## config.mk

```make
export PLATFORM = sky130hd
export DESIGN_NAME = prog_loader
export DESIGN_NICKNAME = d
export VERILOG_FILES = /design/src/rtl/cpu_pkg.sv /design/src/rtl/uart_rx.sv /design/src/rtl/prog_loader.sv
export SDC_FILE = /design/constraint.sdc
export NUM_CORES = 1
export LEC_CHECK = 0
export ABC_AREA = 1
export CAP_MARGIN = 20
export CORE_MARGIN = 2
export CORE_UTILIZATION = 50
export DETAILED_ROUTE_END_ITERATION = 12
export PLACE_DENSITY = 0.68
export SYNTH_ARGS = -nofsm -noshare
export SYNTH_HDL_FRONTEND = slang
export SYNTH_HIERARCHICAL = 1
export SYNTH_SLANG_ARGS = --single-unit
```

## constraint.sdc

```tcl
create_clock -name clk -period 4.3 [get_ports clk]
set_clock_uncertainty 0.05 [all_clocks]
set_input_delay 1.29 -clock clk [delete_from_list [all_inputs] [get_ports clk]]
set_output_delay 1.29 -clock clk [all_outputs]
set_load 0.01 [all_outputs]
```

## src/rtl/cpu_pkg.sv

```systemverilog
// Shared definitions for the boot loader: header byte, instruction width,
// and the state encodings of the framing FSM and the UART receiver.
package cpu_pkg;

    localparam logic [7:0] LOADER_HDR = 8'hA5;
    localparam int         INS_W      = 32;

    typedef enum logic [2:0] {
        LD_IDLE,
        LD_CNT_HI,
        LD_CNT_LO,
        LD_DATA,
        LD_WRITE,
        LD_FINISH,
        LD_ERR
    } ld_state_t;

    typedef enum logic [1:0] {
        RX_IDLE,
        RX_START,
        RX_DATA,
        RX_STOP
    } rx_state_t;

endpackage

```

## src/rtl/uart_rx.sv

```systemverilog
// 8N1 UART receiver: 2-FF synchronizer, mid-bit sampling, glitch rejection on
// the start bit, and a one-cycle byte_valid or frame_err per received frame.
module uart_rx
    import cpu_pkg::*;
#(
    parameter int CLKS_PER_BIT = 868
) (
    input  logic       clk,
    input  logic       reset,
    input  logic       rx,
    output logic       byte_valid,
    output logic [7:0] byte_data,
    output logic       frame_err
);

    localparam int              CNT_W     = $clog2(CLKS_PER_BIT);
    localparam logic [CNT_W-1:0] FULL_LAST = CNT_W'(CLKS_PER_BIT - 1);
    localparam logic [CNT_W-1:0] HALF_LAST = CNT_W'(CLKS_PER_BIT / 2 - 1);

    logic [1:0]       sync_reg;
    logic             rx_s;
    rx_state_t        state_reg, state_next;
    logic [CNT_W-1:0] cnt_reg, cnt_next;
    logic [2:0]       bit_reg, bit_next;
    logic [7:0]       shift_reg, shift_next;
    logic             byte_valid_reg, byte_valid_next;
    logic             frame_err_reg, frame_err_next;

    // Synchronizer stages reset to the idle (high) line level.
    genvar gi;
    generate
        for (gi = 0; gi < 2; gi++) begin : g_sync
            if (gi == 0) begin : g_first
                always_ff @(posedge clk or negedge reset) begin
                    if (!reset) sync_reg[gi] <= 1'b1;
                    else        sync_reg[gi] <= rx;
                end
            end else begin : g_next
                always_ff @(posedge clk or negedge reset) begin
                    if (!reset) sync_reg[gi] <= 1'b1;
                    else        sync_reg[gi] <= sync_reg[gi-1];
                end
            end
        end
    endgenerate

    assign rx_s = sync_reg[1];

    always_ff @(posedge clk or negedge reset) begin
        if (!reset) begin
            state_reg      <= RX_IDLE;
            cnt_reg        <= '0;
            bit_reg        <= '0;
            shift_reg      <= '0;
            byte_valid_reg <= 1'b0;
            frame_err_reg  <= 1'b0;
        end else begin
            state_reg      <= state_next;
            cnt_reg        <= cnt_next;
            bit_reg        <= bit_next;
            shift_reg      <= shift_next;
            byte_valid_reg <= byte_valid_next;
            frame_err_reg  <= frame_err_next;
        end
    end

    always_comb begin
        state_next      = state_reg;
        cnt_next        = cnt_reg;
        bit_next        = bit_reg;
        shift_next      = shift_reg;
        byte_valid_next = 1'b0;
        frame_err_next  = 1'b0;
        case (state_reg)
            RX_IDLE: begin
                if (!rx_s) begin
                    state_next = RX_START;
                    cnt_next   = '0;
                end
            end
            RX_START: begin
                // A start bit that is gone by mid-bit was noise, not a frame.
                if (cnt_reg == HALF_LAST) begin
                    cnt_next   = '0;
                    bit_next   = '0;
                    state_next = rx_s ? RX_IDLE : RX_DATA;
                end else begin
                    cnt_next = cnt_reg + 1'b1;
                end
            end
            RX_DATA: begin
                if (cnt_reg == FULL_LAST) begin
                    cnt_next   = '0;
                    shift_next = {rx_s, shift_reg[7:1]};
                    if (bit_reg == 3'd7) state_next = RX_STOP;
                    else                 bit_next   = bit_reg + 1'b1;
                end else begin
                    cnt_next = cnt_reg + 1'b1;
                end
            end
            RX_STOP: begin
                if (cnt_reg == FULL_LAST) begin
                    state_next      = RX_IDLE;
                    byte_valid_next = rx_s;
                    frame_err_next  = !rx_s;
                end else begin
                    cnt_next = cnt_reg + 1'b1;
                end
            end
            default: state_next = RX_IDLE;
        endcase
    end

    assign byte_valid = byte_valid_reg;
    assign byte_data  = shift_reg;
    assign frame_err  = frame_err_reg;

endmodule

```

## src/rtl/prog_loader.sv

```systemverilog
// Boot loader: receives a length-prefixed program image over UART and writes it
// into instruction memory, holding the CPU in reset for the duration of the load.
module prog_loader
    import cpu_pkg::*;
#(
    parameter int CLK_HZ       = 100_000_000,
    parameter int BAUD         = 115_200,
    parameter int ADDR_W       = 10,
    parameter int TIMEOUT_CLKS = CLK_HZ / 10
) (
    input  logic              clk,
    input  logic              reset,
    input  logic              rx,
    output logic              im_we,
    output logic [ADDR_W-1:0] im_addr,
    output logic [INS_W-1:0]  im_wdata,
    output logic              cpu_reset,
    output logic              busy,
    output logic              done,
    output logic              err,
    output logic [ADDR_W:0]   words_loaded
);

    localparam int              CLKS_PER_BIT = CLK_HZ / BAUD;
    localparam int              MAX_WORDS    = 2 ** ADDR_W;
    localparam int              TMO_W        = $clog2(TIMEOUT_CLKS + 1);
    localparam logic [TMO_W-1:0] TMO_LAST    = TMO_W'(TIMEOUT_CLKS - 1);

    logic       byte_valid;
    logic [7:0] byte_data;
    logic       frame_err;

    uart_rx #(
        .CLKS_PER_BIT(CLKS_PER_BIT)
    ) u_rx (
        .clk       (clk),
        .reset     (reset),
        .rx        (rx),
        .byte_valid(byte_valid),
        .byte_data (byte_data),
        .frame_err (frame_err)
    );

    ld_state_t         state_reg, state_next;
    logic [15:0]       n_reg, n_next;
    logic [23:0]       shift_reg, shift_next;
    logic [1:0]        bcnt_reg, bcnt_next;
    logic [ADDR_W:0]   wl_reg, wl_next;
    logic [ADDR_W-1:0] addr_reg, addr_next;
    logic [INS_W-1:0]  wdata_reg, wdata_next;
    logic              cpu_reset_reg, cpu_reset_next;
    logic              busy_reg, busy_next;
    logic              done_reg, done_next;
    logic              err_reg, err_next;
    logic [TMO_W-1:0]  tmo_reg, tmo_next;
    logic              tmo_active, abort;
    logic [15:0]       n_full;
    logic [ADDR_W:0]   wl_inc;

    always_ff @(posedge clk or negedge reset) begin
        if (!reset) begin
            state_reg     <= LD_IDLE;
            n_reg         <= '0;
            shift_reg     <= '0;
            bcnt_reg      <= '0;
            wl_reg        <= '0;
            addr_reg      <= '0;
            wdata_reg     <= '0;
            cpu_reset_reg <= 1'b0;
            busy_reg      <= 1'b0;
            done_reg      <= 1'b0;
            err_reg       <= 1'b0;
            tmo_reg       <= '0;
        end else begin
            state_reg     <= state_next;
            n_reg         <= n_next;
            shift_reg     <= shift_next;
            bcnt_reg      <= bcnt_next;
            wl_reg        <= wl_next;
            addr_reg      <= addr_next;
            wdata_reg     <= wdata_next;
            cpu_reset_reg <= cpu_reset_next;
            busy_reg      <= busy_next;
            done_reg      <= done_next;
            err_reg       <= err_next;
            tmo_reg       <= tmo_next;
        end
    end

    assign tmo_active = (state_reg == LD_CNT_HI) || (state_reg == LD_CNT_LO) ||
                        (state_reg == LD_DATA)   || (state_reg == LD_WRITE);
    assign abort      = ((state_reg == LD_CNT_HI) || (state_reg == LD_CNT_LO) ||
                         (state_reg == LD_DATA)) && (frame_err || (tmo_reg == TMO_LAST));
    assign n_full     = {n_reg[15:8], byte_data};
    assign wl_inc     = wl_reg + 1'b1;

    always_comb begin
        state_next     = state_reg;
        n_next         = n_reg;
        shift_next     = shift_reg;
        bcnt_next      = bcnt_reg;
        wl_next        = wl_reg;
        addr_next      = addr_reg;
        wdata_next     = wdata_reg;
        cpu_reset_next = cpu_reset_reg;
        busy_next      = busy_reg;
        done_next      = done_reg;
        err_next       = err_reg;

        // The timeout restarts on every byte and saturates so it cannot wrap.
        if (byte_valid || !tmo_active) tmo_next = '0;
        else if (tmo_reg != TMO_LAST)  tmo_next = tmo_reg + 1'b1;
        else                           tmo_next = tmo_reg;

        if (abort) begin
            state_next = LD_ERR;
            err_next   = 1'b1;
            busy_next  = 1'b0;
        end else begin
            case (state_reg)
                LD_IDLE, LD_ERR: begin
                    if (byte_valid && byte_data == LOADER_HDR) begin
                        state_next     = LD_CNT_HI;
                        cpu_reset_next = 1'b1;
                        busy_next      = 1'b1;
                        done_next      = 1'b0;
                        err_next       = 1'b0;
                        wl_next        = '0;
                    end
                end
                LD_CNT_HI: begin
                    if (byte_valid) begin
                        n_next[15:8] = byte_data;
                        state_next   = LD_CNT_LO;
                    end
                end
                LD_CNT_LO: begin
                    if (byte_valid) begin
                        n_next    = n_full;
                        bcnt_next = '0;
                        if (n_full == 16'd0) begin
                            state_next = LD_FINISH;
                        end else if (32'(n_full) > MAX_WORDS) begin
                            state_next = LD_ERR;
                            err_next   = 1'b1;
                            busy_next  = 1'b0;
                        end else begin
                            state_next = LD_DATA;
                        end
                    end
                end
                LD_DATA: begin
                    if (byte_valid) begin
                        bcnt_next = bcnt_reg + 1'b1;
                        if (bcnt_reg == 2'd3) begin
                            wdata_next = {shift_reg, byte_data};
                            addr_next  = wl_reg[ADDR_W-1:0];
                            state_next = LD_WRITE;
                        end else begin
                            shift_next = {shift_reg[15:0], byte_data};
                        end
                    end
                end
                LD_WRITE: begin
                    wl_next    = wl_inc;
                    state_next = (32'(wl_inc) == 32'(n_reg)) ? LD_FINISH : LD_DATA;
                end
                LD_FINISH: begin
                    cpu_reset_next = 1'b0;
                    busy_next      = 1'b0;
                    done_next      = 1'b1;
                    state_next     = LD_IDLE;
                end
                default: state_next = LD_IDLE;
            endcase
        end
    end

    assign im_we        = (state_reg == LD_WRITE);
    assign im_addr      = addr_reg;
    assign im_wdata     = wdata_reg;
    assign cpu_reset    = cpu_reset_reg;
    assign busy         = busy_reg;
    assign done         = done_reg;
    assign err          = err_reg;
    assign words_loaded = wl_reg;

endmodule

```

Word level (Yosys, flattened, before mapping)
Cells that the tools add are included.

Bits in writable memories: 0. Memories: 0. Output and inout bits: 58. Bits in latches: 0. ROM bits: 0. Bits in registers: 153. Logic and storage cells: 151.

$lt $le $gt $ge: 1. Reductions and logical operators: 34. Bitwise gates (word level): 3. Muxes and demuxes: 53. Add/subtract/negate cells: 5. Div/mod/pow operators: 0. Shifts and indexed selects: 0. $mul: 0. Eq/ne operators: 34.

Operator list (number): 24-bit two-way mux (2); 10-bit two-way mux (4); 10-bit case mux with 4 select lines (1); 3-bit two-way mux (12); 24-bit by 1-bit adder with 24-bit output (second input constant) (1); 24-bit equality test (second input constant) (1); 24-bit != test (second input constant) (1); 11-bit case mux with 2 select lines (1); 4-bit AND reduction (5); 5-bit AND reduction (4); 11-bit by 16-bit equality test with 1-bit output (1); 16-bit by 11-bit > comparator with 1-bit output (second input constant) (1); 16-bit zero test (1); 2-bit two-way mux (8); 8-bit case mux with 2 select lines (1); 3-bit by 2-bit != test with 1-bit output (second input constant) (5); 3-bit case mux with 5 select lines (1); 1-bit two-way mux (14); 3-bit equality test (second input constant) (4); 2-bit by 1-bit != test with 1-bit output (second input constant) (6); 11-bit by 1-bit adder with 11-bit output (second input constant) (1); 11-bit two-way mux (1); 10-bit by 1-bit adder with 10-bit output (second input constant) (1); 10-bit equality test (second input constant) (1); 28 further kinds (52).

Depth between registers and ports, before layout
Depth after elaboration: 7. Mapped depth: 14.

By module
The synthesis kept the hierarchy.

Modules (own cells, without submodules): prog_loader (area an instance 6168.4 µm², cells each 742, instances 1, seq. area each 3153.0 µm²); uart_rx (area an instance 1451.4 µm², cells each 182, instances 1, seq. area each 678.2 µm²).

Least setup slack after synthesis
OpenSTA, ideal clock, no wires.

Kind: reg2out. From: register, netlist name state_reg[2]. To: output im_we. Data required time: 2960 ps. Data arrival time: 777 ps. Setup slack: 2183 ps. Buffers on the path: 0. Stages on the path, launching flop included: 5. Cells stage by stage: dfrtp_1 > inv_2 > nor2_2 > inv_2 > nor2_4.

RTL lines: end, declared (RTL line prog_loader.sv:14) `output logic im_we,`.

==> flow_summary_export.csv <==
group,metric,value,unit
run_status,status,"completed",
layout,syn_to_final_growth,16.5,%
floorplanning,die_w,127,um
critical_path,rrSetupSlack,1.40,ns
pwr,ir_drop,0.276,mV
clock_tree,cts.path.max_buffers,2,
critical_path,cp-end-kind,"primary output",
sta,drv_slew,0,
layout,finalNetCount,994,
critical_path,path_depth,5,
sta,tns,0,ns
floorplanning,start_util,50.7,%
logic_synthesis,synth_xor_area_share,1.26,%
clock_tree,cts_resized,0,
sta,finalHoldViolations,0,
layout,seq_area,3830,um2
placement,pre_cts_slack,1.38,ns
grt,antenna_found_initial,0,
logic_synthesis,synth_top_family_by_area,"simple AND/OR/NAND/NOR gates",
floorplanning,die_y,127,um
clock_tree,cts_setup_buffers,0,
logic_synthesis,synth.yosys.seq_area_share,50.3,%
pwr,p_leak,4.02,nW
sta,rsz0062_at_grt,"no",
flow_run,drv_cap,0,
route,vias,6072,
route,post_drt_wl_per_cell,13.8,um
placement,hpwl,11700,um
critical_path,worst-path-buf-inv,3,
route,ant_nets,0,
floorplanning,die-area,16200,um2
grt,grt_pass1_vias,5799,
clock_tree,cts.clk_slew.worst_paths,0.06,ns
critical_path,cp-start-kind,"flip-flop",
layout,nFillCells,1323,
logic_synthesis,yosys.area.top_type,"dfrtp_1",
logic_synthesis,ys_async_sr_fraction,100,%
sta,fmax,0.306,GHz
layout,n_antenna_cell,0,
sta,final_min_period_over_clock_period,75.9,%
hold_path,hp-class,"reg2reg",
critical_path,worst-r2r-cell-count,8,
logic_synthesis,synthTopCellsByArea,"dfrtp_1, nand2_1, inv_1",
logic_synthesis,synthTopCellsByCount,"nand2_1, dfrtp_1, inv_1",
clock_tree,numCtsBuffers,17,
grt,grt_overflow,0,
clock_tree,cts_tree,"yes",
sta,finalSetupViolCount,0,
logic_synthesis,synthSimpleGateAreaFrac,26.9,%
clock_tree,h-tree-depth,4,
logic_synthesis,synthFlopType,"dfrtp_1",
layout,largest_reg_flops,32,
route,drt_pre_antenna_iters,5,
sta,maxSlewHeadroom,40.9,%
floorplanning,core_area,15000,um2
critical_path,critPathTopFamily,"buffers and inverters",
hold_path,holdPathStages,0,
route,routed_wl,16400,um
pwr,power.density,331,nW/um2
logic_synthesis,ys_seq_elements,153,
route,drc,0,
logic_synthesis,syn_nets,934,
grt,grt_usage,21.8,%
clock_tree,cts_sinks,153,
placement,gp_congestion,0.868,
floorplanning,ioPinCount,61,
logic_synthesis,synth_edf_count,0,
logic_synthesis,synth-adder-area-share,1.15,%
layout,multi_input_area,3100,um2
sta,min_period,3.26,ns
clock_tree,cts_root_buf,"clkbuf_16",
grt,grt_pass1_wl,28400,um
critical_path,crit_arrival,1.92,ns
logic_synthesis,synth_compound_area_share,11.4,%
critical_path,cp_slowest_stage_delay,0.62,ns
clock_tree,clk_latency,0.42,ns
clock_tree,cts_hold_buf,0,
sta,finalWorstSetupSlack,1.04,ns
placement,port_buffers,60,
logic_synthesis,synth_warnings,6,
logic_synthesis,synthMuxAreaShare,0,%
route,initialDrtViolationCount,440,
critical_path,worstPathRequired,2.96,ns
logic_synthesis,synth_area,7620,um2
critical_path,cpMostUsedCell,"inv_2",
logic_synthesis,post_synth.cell_area_avg,8.25,um2
logic_synthesis,syn_inst,924,
floorplanning,core.rowCount,45,
logic_synthesis,synth_cell_types,47,
logic_synthesis,yosysMostFrequentCell,"nand2_1",
logic_synthesis,synth_top_area_share,49.6,%
grt,grt_start_max_net_pins,83,
layout,drive_above_1_share,11.2,%
route,viasPerCell,5.12,
critical_path,worstPathCellList,"inv_2, nor2_2, inv_2, nor2_4, clkdlybuf4s50_1",
critical_path,crit_type,"reg2out",
critical_path,slowest_stage,"clkdlybuf4s50_1",
sta,tightest_slew,0.887,ns
critical_path,worstPathMaxFanout,8,
-- power breakdown --
group | switching [W] | leakage [nW] | internal [W]
registers | 0.000000849 | 2.12 | 0.00144
clock network | 0.000622 | 0.283 | 0.000842
logic | 0.0000273 | 1.62 | 0.00000432
-- worst paths after layout --
kind                                       startpoint                  endpoint
setup / recovery             state_reg[2]$_DFFE_PN0P_                     im_we
hold / removal             u_rx/sync_reg[0]$_DFF_PN1_       u_rx/rx_s$_DFF_PN1_
setup reg to reg               tmo_reg[0]$_DFFE_PN0P_  im_wdata[10]$_DFFE_PN0P_
hold reg to reg            u_rx/sync_reg[0]$_DFF_PN1_       u_rx/rx_s$_DFF_PN1_
max in group asynchronous                       reset  im_wdata[16]$_DFFE_PN0P_
min in group asynchronous                       reset    tmo_reg[8]$_DFFE_PN0P_
-- stage by stage --
step / instances / utilization, % / total power [W] / instance area (um2) / hold slack [ns]
2_1_floorplan: 924 / - / 0.00147 / 7620 / 0.295
5_1_grt: 1185 / 59.1 / 0.00304 / 8880 / 0.314
6_report: 1185 / 59.1 / 0.00294 / 8880 / 0.305
3_5_place_dp: 1153 / 55.2 / 0.00150 / 8290 / 0.297
4_1_cts: 1185 / 59.1 / 0.00297 / 8880 / 0.306
3_3_place_gp: 1153 / 55.2 / 0.00150 / 8290 / 0.296
-- per-layer routing --
layer / track usage (%) / wire length, um
met1: 31.1 / 8050
met2: 33.6 / 7520
met3: 4.69 / 571
met4: 6.33 / 234
met5: 0 / 0
-- cells by family (layout without fill, tap and decap cells) --
| family | after synthesis | in the layout |
|---|---|---|
| simple gates | 457 | 457 |
| buf+inv | 152 | 225 |
| flops | 153 | 153 |
| xor+xnor | 11 | 11 |
| compound gates | 144 | 144 |
| fa+ha+maj | 7 | 7 |
-- layout by cell type, fill, tap and decap left out, types with 19 or more instances in the layout --
master | Yosys | layout
o21ai_1 | 19 | 19
clkdlybuf4s50_1 | 0 | 59
dfrtp_1 | 151 | 151
o21ai_2 | 27 | 27
nand3_1 | 68 | 68
nand2_1 | 247 | 247
o21ai_0 | 68 | 68
inv_1 | 116 | 116
nor2_1 | 75 | 75
-- cell type report --
cell class,instances,area share [%]
Tap cell,188,2.65
Sequential cell,153,43.2
Inverter,130,5.51
Clock inverter,13,1.48
Timing Repair Buffer,63,7.17
Clock buffer,19,5.10
Multi-Input combinational cell,619,34.9
Note: power is estimated with default switching activity, not from simulation.
